==> src/rtl/pipelined_prefix_adder.sv <==
// Pipelined Kogge-Stone adder/subtractor.
// The carry-in rides along as an extra generate term below bit 0, so each
// prefix level spans WIDTH+1 positions. Register banks sit after every
// REGISTER_EVERY levels and after the last level. A final output register
// forms the sum, flags and valid. One global advance signal stalls every stage.
module pipelined_prefix_adder #(
    parameter int WIDTH          = 32,
    parameter int REGISTER_EVERY = 2
) (
    input  logic             clock,
    input  logic             reset,
    input  logic [WIDTH-1:0] source_element_0,
    input  logic [WIDTH-1:0] source_element_1,
    input  logic             input_carry,
    input  logic [1:0]       operation,
    input  logic             input_valid,
    output logic             input_ready,
    output logic [WIDTH-1:0] result,
    output logic             output_carry,
    output logic             overflow,
    output logic             zero,
    output logic             output_valid,
    input  logic             output_ready
);

    localparam int LOG2W = $clog2(WIDTH);

    // A register bank follows prefix level k when this returns 1.
    function automatic logic bank_after(input int k);
        return ((k + 1) % REGISTER_EVERY == 0) || (k == LOG2W - 1);
    endfunction

    logic             advance_s;
    logic             c0_s;
    logic [WIDTH-1:0] b_eff_s;
    logic [WIDTH:0]   g_in_s;
    logic [WIDTH:0]   p_in_s;

    logic [WIDTH:0]   bank_g_d_s  [LOG2W];
    logic [WIDTH:0]   bank_p_d_s  [LOG2W];
    logic [WIDTH:0]   bank_po_d_s [LOG2W];
    logic             bank_v_d_s  [LOG2W];
    logic [WIDTH:0]   bank_g_r    [LOG2W];
    logic [WIDTH:0]   bank_p_r    [LOG2W];
    logic [WIDTH:0]   bank_po_r   [LOG2W];
    logic             bank_v_r    [LOG2W];

    logic [WIDTH:0]   fin_g_s;
    logic [WIDTH:0]   fin_p_s;
    logic [WIDTH:0]   fin_po_s;
    logic             fin_v_s;
    logic [WIDTH-1:0] sum_s;
    logic             carry_s;
    logic             ovf_s;

    logic [WIDTH-1:0] result_r;
    logic             output_carry_r;
    logic             overflow_r;
    logic             zero_r;
    logic             output_valid_r;

    assign advance_s    = ~output_valid_r | output_ready;
    assign input_ready  = advance_s;
    assign result       = result_r;
    assign output_carry = output_carry_r;
    assign overflow     = overflow_r;
    assign zero         = zero_r;
    assign output_valid = output_valid_r;

    // Operand conditioning: invert B and force carry-in for subtract, then seed g/p.
    always_comb begin
        case (operation)
            2'b01:   c0_s = 1'b1;
            2'b10:   c0_s = input_carry;
            default: c0_s = 1'b0;
        endcase
        if (operation == 2'b01) begin
            b_eff_s = ~source_element_1;
        end else begin
            b_eff_s = source_element_1;
        end
        g_in_s = {source_element_0 & b_eff_s, c0_s};
        p_in_s = {source_element_0 ^ b_eff_s, 1'b0};
    end

    // Prefix network: black cells via shifted vectors; banked levels feed the next level from registers.
    always_comb begin
        logic [WIDTH:0] cur_g_s;
        logic [WIDTH:0] cur_p_s;
        logic [WIDTH:0] cur_po_s;
        logic           cur_v_s;
        logic [WIDTH:0] nxt_g_s;
        logic [WIDTH:0] nxt_p_s;
        logic [WIDTH:0] low_mask_s;
        cur_g_s  = g_in_s;
        cur_p_s  = p_in_s;
        cur_po_s = p_in_s;
        cur_v_s  = input_valid;
        for (int k = 0; k < LOG2W; k++) begin
            // Positions below the span distance are white cells and keep their p.
            low_mask_s = ~({(WIDTH + 1){1'b1}} << (1 << k));
            nxt_g_s    = cur_g_s | (cur_p_s & (cur_g_s << (1 << k)));
            nxt_p_s    = cur_p_s & ((cur_p_s << (1 << k)) | low_mask_s);
            bank_g_d_s[k]  = nxt_g_s;
            bank_p_d_s[k]  = nxt_p_s;
            bank_po_d_s[k] = cur_po_s;
            bank_v_d_s[k]  = cur_v_s;
            if (bank_after(k)) begin
                cur_g_s  = bank_g_r[k];
                cur_p_s  = bank_p_r[k];
                cur_po_s = bank_po_r[k];
                cur_v_s  = bank_v_r[k];
            end else begin
                cur_g_s  = nxt_g_s;
                cur_p_s  = nxt_p_s;
            end
        end
        fin_g_s  = cur_g_s;
        fin_p_s  = cur_p_s;
        fin_po_s = cur_po_s;
        fin_v_s  = cur_v_s;
    end

    // Sum and flags. The top position's group stops one short of the carry-in
    // term after LOG2W levels, so the carry-in is folded in here.
    always_comb begin
        sum_s   = fin_po_s[WIDTH:1] ^ fin_g_s[WIDTH-1:0];
        carry_s = fin_g_s[WIDTH] | (fin_p_s[WIDTH] & fin_g_s[0]);
        ovf_s   = carry_s ^ fin_g_s[WIDTH-1];
    end

    // Prefix register banks: shift together on advance, discard everything on reset.
    always_ff @(posedge clock or posedge reset) begin
        if (reset) begin
            for (int k = 0; k < LOG2W; k++) begin
                bank_g_r[k]  <= {(WIDTH + 1){1'b0}};
                bank_p_r[k]  <= {(WIDTH + 1){1'b0}};
                bank_po_r[k] <= {(WIDTH + 1){1'b0}};
                bank_v_r[k]  <= 1'b0;
            end
        end else if (advance_s) begin
            for (int k = 0; k < LOG2W; k++) begin
                bank_g_r[k]  <= bank_g_d_s[k];
                bank_p_r[k]  <= bank_p_d_s[k];
                bank_po_r[k] <= bank_po_d_s[k];
                bank_v_r[k]  <= bank_v_d_s[k];
            end
        end
    end

    // Output register: holds the presented result while the consumer stalls.
    always_ff @(posedge clock or posedge reset) begin
        if (reset) begin
            result_r       <= {WIDTH{1'b0}};
            output_carry_r <= 1'b0;
            overflow_r     <= 1'b0;
            zero_r         <= 1'b0;
            output_valid_r <= 1'b0;
        end else if (advance_s) begin
            result_r       <= sum_s;
            output_carry_r <= carry_s;
            overflow_r     <= ovf_s;
            zero_r         <= ~|sum_s;
            output_valid_r <= fin_v_s;
        end
    end

endmodule

==> config.mk <==
export PLATFORM = sky130hd
export DESIGN_NAME = pipelined_prefix_adder
export DESIGN_NICKNAME = d
export VERILOG_FILES = /design/src/rtl/pipelined_prefix_adder.sv
export SDC_FILE = /design/constraint.sdc
export NUM_CORES = 1
export LEC_CHECK = 0
export BUFFER_PORTS_ARGS = -buffer_cell sky130_fd_sc_hd__buf_4
export CAP_MARGIN = 10
export CORE_UTILIZATION = 40
export CTS_CLUSTER_DIAMETER = 40
export DETAILED_ROUTE_END_ITERATION = 10
export PLACE_DENSITY_LB_ADDON = 0.25
export SLEW_MARGIN = 25
export SYNTH_ARGS = -nofsm -noshare
export SYNTH_HDL_FRONTEND = slang
export SYNTH_SLANG_ARGS = --single-unit
==> constraint.sdc <==
create_clock -name clock -period 10.2 [get_ports clock]
set_input_delay 1.53 -clock clock [delete_from_list [all_inputs] [get_ports clock]]
set_output_delay 1.53 -clock clock [all_outputs]
set_load 0.005 [all_outputs]
**Word level (Yosys, flattened, before mapping)**

Cells that the tools add are included.

- Muxes and demuxes: 2
- Equality and inequality tests: 2
- Reduce and logical (&&, ||, !) cells: 2
- Bitwise logic cells: 24

Operators by type and width:

| kind | number |
|---|---|
| $and 33x33->33 | 10 |
| $or 33x33->33 | 5 |
| $xor 32x32->32 | 2 |
| $and 32x32->32 | 1 |
| $mux 32 | 1 |
| $not 32->32 | 1 |
| $reduce_or 32->1 | 1 |
| $eq 2x1->1 const B | 1 |
| $eq 2x2->1 const B | 1 |
| $or 1x1->1 | 2 |
| $pmux 1 s2 | 1 |
| $and 1x1->1 | 1 |
| $logic_not 1->1 | 1 |
| $not 1->1 | 1 |
| $xor 1x1->1 | 1 |

- Bits of input ports: 71
- Output and inout bits: 37
- Register bits: 333
- Word-level logic and storage cells: 47

**Longest topological paths before layout**

Gate-level depths: netlist of run 1.

- Depth after elaboration: 7
- Depth in mapped cells: 10
- Gate-level depth less buffers: 8

**Worst setup path after synthesis of run 1**

No wires, ideal clock.

- Path kind: input to output
- From: in output_ready
- To: out input_ready
- Path buffers: 3
- Stages on the path: 5
- Required time: 8.670 ns
- Setup slack: 6.586 ns
- Arrival time: 2.084 ns
- Cell sequence: nor2b_4 buf_6 inv_4 buf_2 buf_2

- Word-level cells in the longest chain between the ends: 1

RTL lines:

| element | line | RTL |
|---|---|---|
| start: declaration | 23 | `input logic output_ready` |
| $or 1x1->1 | 62 | `assign advance_s = ~output_valid_r \| output_ready;` |
| end: declaration | 17 | `output logic input_ready,` |

No other way between the ends.

**Worst setup path after layout of run 1**

Ends and elaborated chain as after synthesis.

==> impl_metrics.env, run 1 <==
export IMPL_die_area_mm2=0.03200
export IMPL_start_util=0.4081
export IMPL_whs_endpoint="output_valid"
export IMPL_worst_path_max_fanout=124
export IMPL_fin_ws_ns=5.582
export IMPL_cts_tree="yes"
export IMPL_antenna_found_initial=0
export IMPL_slew_viol_final=0
export IMPL_place_ws_ns=5.523
export IMPL_slew_headroom=0.3020
export IMPL_reg2reg_to="zero"
export IMPL_power_frac_seq=0.439
export IMPL_holdPathStages=1
export IMPL_synth_area_leaders="dfrtp_1 (56%), nand2_1 (14%), a21oi_1 (4.3%)"
export IMPL_grt_pass1_vias=8922
export IMPL_synth_area_mm2=0.01252
export IMPL_r2r_worst_path_cells=7
export IMPL_ys_types=30
export IMPL_switching_power_uw=1534
export IMPL_grt_max_degree=190
export IMPL_max_vdd_ir_drop_uv=126.8
export IMPL_grt_pass1_wl_um=48150
export IMPL_fmax_mhz=216.5
export IMPL_postCtsSetupRepairBufs=0
export IMPL_finalCritPeriodShare=0.4528
export IMPL_synth_top_cell_area_share=0.5618
export IMPL_io_pins=108
export IMPL_r2r_start="output_valid"
export IMPL_cp_required_ns=8.67
export IMPL_synth_seq_area_share=0.5618
export IMPL_worstSetupPathType="in2out"
export IMPL_max_cap_violations=0
export IMPL_grt_ovfl_total=0
export IMPL_hold_slack_ns=0.4556
export IMPL_rsz0062_at_grt="false"
export IMPL_end_kind="output port"
export IMPL_grtUsageTotal=0.1922
export IMPL_cts_resized=0
export IMPL_netlist_instances=1326
export IMPL_coreArea_mm2=0.03067
export IMPL_diodes=0
export IMPL_place_gp_congestion=0.7749
export IMPL_cts_root_buf="clkbuf_16"
export IMPL_p_leak_uw=0.007243
export IMPL_fin_util=0.4795
export IMPL_drc=0
export IMPL_vias=9232
export IMPL_drive_gt1_frac=0.1253
export IMPL_p_clk_frac=0.278
export IMPL_die_w_um=178.9
export IMPL_wl_per_cell_um=16.21
export IMPL_finalNonFillerCells=1832
export IMPL_switching_share=0.3524
export IMPL_start_kind="input pin"
export IMPL_rrSetupSlack_ns=7.20
export IMPL_skew_ns=0.01108
export IMPL_yosys_warnings=0
export IMPL_power_frac_comb=0.282
export IMPL_cts_path_max_buffers=3
export IMPL_synth_top_area_cell="dfrtp_1"
export IMPL_fin_crit_ns=4.618
export IMPL_clock_sinks=281
export IMPL_hold_viol=0
export IMPL_wl_um=29690
export IMPL_ys_ff_latch=281
export IMPL_die_h_um=178.9
export IMPL_holdBufCountCts=0
export IMPL_ant_nets=0
export IMPL_nets=1518
export IMPL_synth_nets=1431
export IMPL_place_inst=1770
export IMPL_cp_arrival_ns=3.09
export IMPL_io_buffers=107
export IMPL_tns_ns=0
export IMPL_rows=64
export IMPL_min_delay_start="fin_v_s"
export IMPL_syn_to_final_growth_pct=17.50
export IMPL_firstDrtPassIters=5
export IMPL_clkTransAtPathRegs_ns=0.05
export IMPL_worstMarginPinSlew_ns=1.047
export IMPL_hold_path_class="reg2reg"
export IMPL_cellPowerDensity_mw_per_mm2=296.1
export IMPL_p_int_uw=2819
export IMPL_htreeDepth=2
export IMPL_status="finished, final reports clean"
export IMPL_postSynthAreaPerCell_um2=9.439
export IMPL_dpl_hpwl_um=20650
export IMPL_numCtsBuffers=36
export IMPL_clock_latency_ns=0.51
export IMPL_viasPerCell=5.039
export IMPL_dr_first_iter_drc_count=590
export IMPL_setup_viol_count_final=0
[per-layer routing]
metal  part of all wire  track usage
met5                  0            0
met3              0.040      0.02884
met4              0.012      0.03884
met1               0.51       0.2926
met2               0.44       0.2886
[cells by family after synthesis]
| group | share of synthesized area |
|---|---|
| and+or+nand+nor | 0.1743 |
| adders and majority gates | 0.03399 |
| muxes | 0.004498 |
| buffers and inverters | 0.03239 |
| xor gates and xnor gates | 0.04549 |
| AOI/OAI and AO/OA | 0.1475 |
| DFF | 0.5618 |
[how the worst max path moves through the flow]
| stage | startpoint | to | slack [ns] |
|---|---|---|---|
| 6_report | output_ready | input_ready | 5.58 |
| 5_1_grt | output_ready | input_ready | 5.43 |
| 4_1_cts | output_ready | input_ready | 5.52 |
| 3_5_place_dp | output_ready | input_ready | 5.52 |
| 3_3_place_gp | output_ready | input_ready | 5.52 |
| 2_1_floorplan | reset | bank_g_r[100] | 0.92 |
[cell usage after synthesis, drive strengths merged]
library cell and instances:
ha 34, buf 60, nand2b 1, o31ai 20, dfrtp 281, nand4 13, a31oi 2, nand2 478
xnor2 32, nand3 16, o211ai 18, xor2 33, o41ai 1, clkbuf 5, nor4 1, o21ai 75
mux2 5, o21bai 2, a32o 2, nor2b 1, inv 8, a21oi 107, o21a 19, nor2 52
nor3 1, a21o 59
[worst max-delay path: stages]
cell and delay, ns:
buf_4 0.12, nor2b_4 0.09, buf_4 0.65, inv_8 0.37, buf_4 0.28
[stage by stage]
stage	cell area, µm²	power [µW]
CTS	14670	4392
global route	14710	4637
global placement	13510	3133
floorplan	12520	2695
finish	14710	4354
detailed placement	13510	3168
[power groups by stage]
stage / clock network, µW / logic (µW) / registers, µW
after floorplan: 0 / 883 / 1810
after global placement: 0 / 1210 / 1920
after detailed placement: 0 / 1230 / 1940
after CTS: 1230 / 1240 / 1920
after global routing: 1280 / 1390 / 1970
final: 1210 / 1230 / 1910
[flip-flops by register name, indices dropped and copies added (netlist names)]
name / cells
output_carry: 1
fin_po_s: 32
result: 32
fin_p_s: 1
bank_g_r: 66
bank_v_d_s: 2
fin_v_s: 1
bank_p_r: 46
output_valid: 1
zero: 1
overflow: 1
fin_g_s: 33
bank_po_d_s: 64
[cells in the final DEF (no fill, tap or decap), types with 6 or more instances in the layout]
cell / synthesis / final
nand2_1: 478 / 478
nand3_1: 16 / 16
inv_1: 7 / 6
buf_4: 9 / 112
a21oi_1: 107 / 107
o21a_1: 19 / 19
o31ai_1: 20 / 20
xor2_1: 33 / 33
dfrtp_1: 281 / 281
clkbuf_16: 0 / 37
xnor2_1: 32 / 32
nor2_1: 52 / 52
clkbuf_8: 0 / 7
a21o_1: 59 / 59
o21ai_1: 9 / 9
o211ai_1: 18 / 18
nand4_1: 13 / 13
o21ai_0: 66 / 66
ha_1: 34 / 33
[area by class of cell]
cell class	instances	area [µm²]
Inverter	8	45.04
Tap cell	396	495.5
Sequential cell	281	7032
Clock inverter	12	112.6
Multi-Input combinational cell	972	5091
Clock buffer	49	1041
Fill cell	3007	15960
Timing Repair Buffer	114	888.4
(Power assumes the default switching activity.)
==> inputs of run 2 (changes only) <==
==> constraint.sdc (replaced) <==
create_clock -name clock -period 3.9 [get_ports clock]
set_input_delay 0.585 -clock clock [delete_from_list [all_inputs] [get_ports clock]]
set_output_delay 0.585 -clock clock [all_outputs]
set_load 0.005 [all_outputs]
==> run 2 against run 1 <==
Compared with the run above:
- combinational power grew to 2.6 times the previous value
- sequential cell count unchanged
- die area unchanged
- via count grew 0.74%
- design area rose by 0.52%
- clock power rose to 2.7 times the previous value
- register-to-register slack lost 5.1 ns
- clock skew grew 0.010 ns
- total power rose to 2.6 times the previous value
- non-clock buffer count is 5 higher
- first-iteration DRC count up 21%
- largest power group unchanged
- highest routed layer unchanged
==> impl_metrics.env, run 2 (synthesis results as in run 1) <==
export IMPL_status="finished, final reports clean"
export IMPL_end_kind="register"
export IMPL_fin_crit_ns=2.300
export IMPL_worstMarginPinSlew_ns=0.9541
export IMPL_die_w_um=178.9
export IMPL_cp_depth=9
export IMPL_slew_headroom=0.3639
export IMPL_grt_pass1_vias=9043
export IMPL_holdBufCountCts=0
export IMPL_max_cap_violations=0
export IMPL_crit_buf_inv=2
export IMPL_cts_tree="yes"
export IMPL_fmax_mhz=434.7
export IMPL_coreArea_mm2=0.03067
export IMPL_slowest_delay_ns=0.73
export IMPL_wl_um=29970
export IMPL_drive_gt1_frac=0.1323
export IMPL_io_buffers=107
export IMPL_grt_pass1_wl_um=49190
export IMPL_dr_first_iter_drc_count=712
export IMPL_ant_nets=0
export IMPL_power_total_uw=11490
export IMPL_start_util=0.4081
export IMPL_postCtsSetupRepairBufs=0
export IMPL_cts_path_max_buffers=3
export IMPL_cp_top_family="adder cells"
export IMPL_viasPerCell=5.054
export IMPL_layout_common_cells="nand2_1 (478), dfrtp_1 (281), buf_4 (116)"
export IMPL_firstDrtPassIters=5
export IMPL_fillCellCount=2990
export IMPL_diodes=0
export IMPL_multi_input_area_mm2=0.005081
export IMPL_clock_sinks=281
export IMPL_grtUsageTotal=0.1969
export IMPL_dpl_hpwl_um=21100
export IMPL_wl_per_cell_um=16.29
export IMPL_io_pins=108
export IMPL_hold_viol=0
export IMPL_antenna_found_initial=0
export IMPL_hold_path_class="in2reg"
export IMPL_drc=0
export IMPL_clock_latency_ns=0.52
export IMPL_setup_viol_count_final=0
export IMPL_startpoint="operation[1]"
export IMPL_skew_ns=0.02119
export IMPL_p_leak_uw=0.007265
export IMPL_cpMaxStageDelayCell="ha_2"
export IMPL_seq_area_mm2=0.007032
export IMPL_r2r_start="output_valid"
export IMPL_finalCritPeriodShare=0.5898
export IMPL_worstSetupPathType="in2reg"
export IMPL_syn_to_final_growth_pct=18.10
export IMPL_die_h_um=178.9
export IMPL_grt_ovfl_total=0
export IMPL_cp_required_ns=4.26
export IMPL_crit_path_frequent_cell="a21o_1"
export IMPL_worstPathCellList="buf_4 -> inv_1 -> ha_2 -> xor2_1 -> ha_1 -> a21o_1 -> a21o_1 -> a21oi_1 -> o21ai_0"
export IMPL_slew_viol_final=0
export IMPL_numCtsBuffers=36
export IMPL_place_ws_ns=1.060
export IMPL_start_kind="input pin"
export IMPL_r2r_worst_path_cells=5
export IMPL_max_vdd_ir_drop_uv=320.3
export IMPL_worst_path_max_fanout=29
export IMPL_final_common_cell="nand2_1"
export IMPL_largest_register="bank_g_r"
export IMPL_rsz0062_at_grt="false"
export IMPL_clkTransAtPathRegs_ns=0.06
export IMPL_nets=1523
export IMPL_crit_path_end="bank_g_r[130]"
export IMPL_rrSetupSlack_ns=2.08
export IMPL_cellPowerDensity_mw_per_mm2=777.3
export IMPL_cts_resized=0
export IMPL_die_area_mm2=0.03200
export IMPL_cp_arrival_ns=2.66
export IMPL_hold_slack_ns=0.2711
export IMPL_rows=64
export IMPL_fin_ws_ns=1.600
export IMPL_grt_max_degree=232
export IMPL_htreeDepth=2
export IMPL_vias=9300
export IMPL_largest_reg_flops=66
export IMPL_place_gp_congestion=0.7858
export IMPL_reg2reg_to="bank_po_d_s[15]"
export IMPL_cts_root_buf="clkbuf_16"
run 2: how the worst min path moves through the flow:
stage,from,endpoint,slack (ns),cells after the start
after floorplan,fin_v_s,fin_v_s,0.43,2
after global placement,fin_v_s,output_valid,0.44,1
after detailed placement,bank_po_d_s[45],bank_po_d_s[45],0.46,2
after CTS,input_valid,bank_v_d_s[1],0.26,3
after global routing,input_valid,bank_v_d_s[1],0.27,3
final,input_valid,bank_v_d_s[1],0.27,3
run 2: through the flow:
step | area (µm²) | setup TNS, ns | util | instances
2_1_floorplan | 12520 | -114.17 | - | 1326
3_3_place_gp | 13580 | 0 | 0.4428 | 1776
3_5_place_dp | 13580 | 0 | 0.4428 | 1776
4_1_cts | 14780 | 0 | 0.4820 | 1840
5_1_grt | 14780 | 0 | 0.4820 | 1840
6_report | 14780 | 0 | 0.4820 | 1840
run 2: worst min-delay path: cells and delay by family:
family	cells	cell delay (ns)
and+or+nand+nor	2	0.09
buffers and inverters	1	0.08
run 2: cell type report:
cell class,count,area share
Sequential cell,281,0.4757
Clock buffer,43,0.06687
Multi-Input combinational cell,972,0.3437
Clock inverter,21,0.01439
Inverter,8,0.002793
Tap cell,396,0.03352
Timing Repair Buffer,119,0.06298
run 2: power breakdown:
| part | leakage (µW) | total (µW) | internal (µW) | switching, µW |
|---|---|---|---|---|
| logic | 0.00322 | 3240 | 1360 | 1880 |
| registers | 0.00347 | 4980 | 4080 | 899 |
| clock network | 0.000576 | 3270 | 1970 | 1300 |
| total | 0.00727 | 11500 | 7420 | 4070 |
run 2: per-layer routing:
layer	track usage	wire, µm	up-vias
met4	0.05508	632	0
li1	-	-	4611
met1	0.2988	14890	4428
met2	0.2917	13050	213
met5	0	0	-
met3	0.02693	1403	48
==> inputs of run 3 (changes only) <==
==> constraint.sdc (replaced) <==
create_clock -name clock -period 1.9 [get_ports clock]
set_input_delay 0.285 -clock clock [delete_from_list [all_inputs] [get_ports clock]]
set_output_delay 0.285 -clock clock [all_outputs]
set_load 0.005 [all_outputs]
==> run 3 against run 2 <==
Compared with the run above:
- register-to-register slack worse by 1.8 ns
- critical path depth is 6 lower
- sequential share of layout area is 2.0 points lower
- global-route usage is 0.56 points higher
- non-clock buffer count is 49 higher
- sequential power is 110% higher
- core utilization is 2.1 points higher
- sequential cell count stayed put
- largest power group unchanged
- clock-buffer cell count is 3 higher
- total power is 120% higher
- setup slack worse by 1.5 ns
==> impl_metrics.env, run 3 (synthesis results as in run 1) <==
export IMPL_wl_per_cell_um=16.34
export IMPL_syn_to_final_growth_pct=23.16
export IMPL_rows=64
export IMPL_cp_arrival_ns=1.55
export IMPL_power_frac_comb=0.286
export IMPL_grt_ovfl_total=0
export IMPL_met1_usage=0.3103
export IMPL_hold_slack_ns=0.1281
export IMPL_vias=9512
export IMPL_wl_um=30950
export IMPL_r2r_worst_path_cells=4
export IMPL_diodes=0
export IMPL_setup_viol_count_final=0
export IMPL_clock_latency_ns=0.53
export IMPL_max_vdd_ir_drop_uv=728.1
export IMPL_dr_first_iter_drc_count=666
export IMPL_fin_crit_ns=1.837
export IMPL_start_kind="register"
export IMPL_power_frac_seq=0.415
export IMPL_die_w_um=178.9
export IMPL_worstSetupPathType="reg2out"
export IMPL_switching_share=0.3469
export IMPL_dpl_hpwl_um=21930
export IMPL_switching_power_uw=8579
export IMPL_tns_ns=0
export IMPL_drc=0
export IMPL_end_kind="output port"
export IMPL_r2r_start="fin_po_s[25]"
export IMPL_grt_max_degree=119
export IMPL_clock_sinks=281
export IMPL_power_total_uw=24730
export IMPL_cts_tree="yes"
export IMPL_finalCritPeriodShare=0.9666
export IMPL_layout_common_cells="nand2_1 (478), dfrtp_1 (281), buf_4 (154)"
export IMPL_firstDrtPassIters=5
export IMPL_slew_viol_final=0
export IMPL_hold_viol=0
export IMPL_nets=1574
export IMPL_fin_ws_ns=0.06350
export IMPL_slew_headroom=0.5644
export IMPL_hold_path_class="in2reg"
export IMPL_numCtsBuffers=37
export IMPL_rsz0062_at_grt="false"
export IMPL_cts_path_max_buffers=3
export IMPL_start_util=0.4081
export IMPL_multi_input_area_mm2=0.005081
export IMPL_use_met3=0.02969
export IMPL_die_h_um=178.9
export IMPL_seq_area_mm2=0.007032
export IMPL_reg2reg_to="zero"
export IMPL_min_delay_start="input_carry"
export IMPL_fin_util=0.5026
export IMPL_viasPerCell=5.022
export IMPL_place_ws_ns=-0.2336
export IMPL_cellPowerDensity_mw_per_mm2=1604
export IMPL_grtUsageTotal=0.2025
export IMPL_io_pins=108
export IMPL_startpoint="output_valid"
export IMPL_p_int_uw=16150
export IMPL_holdPathStages=3
export IMPL_ant_nets=0
export IMPL_max_cap_violations=0
export IMPL_fillCellCount=2933
export IMPL_place_gp_congestion=0.8092
export IMPL_p_leak_uw=0.007617
export IMPL_clkTransAtPathRegs_ns=0.06
export IMPL_coreArea_mm2=0.03067
export IMPL_die_area_mm2=0.03200
export IMPL_largest_reg_flops=66
export IMPL_grt_pass1_vias=9428
export IMPL_p_clk_frac=0.299
export IMPL_rrSetupSlack_ns=0.29
export IMPL_cts_root_buf="clkbuf_16"
export IMPL_htreeDepth=2
export IMPL_worst_path_max_fanout=32
export IMPL_grt_pass1_wl_um=50780
export IMPL_whs_endpoint="bank_g_r[99]"
export IMPL_grt_busiest_layer="met1"
export IMPL_skew_ns=0.01845
export IMPL_cp_required_ns=1.62
export IMPL_status="finished, final reports clean"
export IMPL_largest_register="bank_g_r"
export IMPL_met2_usage=0.2947
export IMPL_final_common_cell="nand2_1"
export IMPL_fmax_mhz=544.5
export IMPL_worstMarginPinSlew_ns=0.6535
export IMPL_drive_gt1_frac=0.1615
export IMPL_antenna_found_initial=0
export IMPL_io_buffers=107
-- run 3: cell types whose count changed in the layout (fill, tap and decap cells not counted), moves of 2 or more --
cell,before,now
clkinv_8,0,3
buf_4,116,154
clkinv_4,6,3
inv_6,6,4
bufinv_16,2,6
clkbuf_8,4,6
dlygate4sd3_1,0,2
buf_12,3,12
clkinv_2,2,4
-- run 3: worst max-delay path by stage --
stage	depth (start not counted)	end	slack, ns
final	3	input_ready	0.06
after global routing	3	input_ready	0.008
after CTS	3	input_ready	0.002
after detailed placement	10	bank_g_r[102]	-0.23
after global placement	10	bank_g_r[104]	-0.14
after floorplan	1	bank_g_r[100]	-2.11
-- run 3: power by group through the flow --
stage	Clock, µW	Sequential [µW]	Combinational [µW]
5_1_grt	7740	10600	8010
6_report	7390	10300	7080
3_5_place_dp	0	10400	7050
3_3_place_gp	0	10300	6940
2_1_floorplan	0	9730	4750
4_1_cts	7510	10300	7120
-- run 3: worst max-delay path: stages (launching register included) --
cell and delay (ns):
dfrtp_1 0.33, nor2b_4 0.25, clkinv_8 0.21, buf_4 0.21
-- run 3: stage by stage --
stage	instance area [µm²]	cells
floorplan	12560	1326
finish	15410	1894
global placement	14030	1821
CTS	15390	1892
global route	15410	1894
detailed placement	14030	1821
-- run 3: cell type report --
| class | instances | area share |
|---|---|---|
| inverter | 8 | 0.003003 |
| timing repair inverter | 1 | 0.0005682 |
| clock buffer | 46 | 0.06615 |
| timing repair buffer | 168 | 0.09188 |
| sequential | 281 | 0.4562 |
| multi-input combinational | 972 | 0.3296 |
| clock inverter | 22 | 0.02045 |
| tap | 396 | 0.03214 |
-- run 3: layer usage --
| metal | share of wire | up-vias | routed length, µm |
|---|---|---|---|
| met1 | 0.50 | 4537 | 15520 |
| met5 | 0 | - | 0 |
| met2 | 0.43 | 194 | 13410 |
| met3 | 0.044 | 48 | 1353 |
| li1 | - | 4733 | - |
| met4 | 0.021 | 0 | 663 |
-- run 3: what timing repair did --
item,CTS,global route
hold buffers,2,0
endpoints found under the setup margin,1,1
endpoints found under the hold margin,35,0
cloned,0,1
buffers inserted,1,1
gates resized for setup,0,1
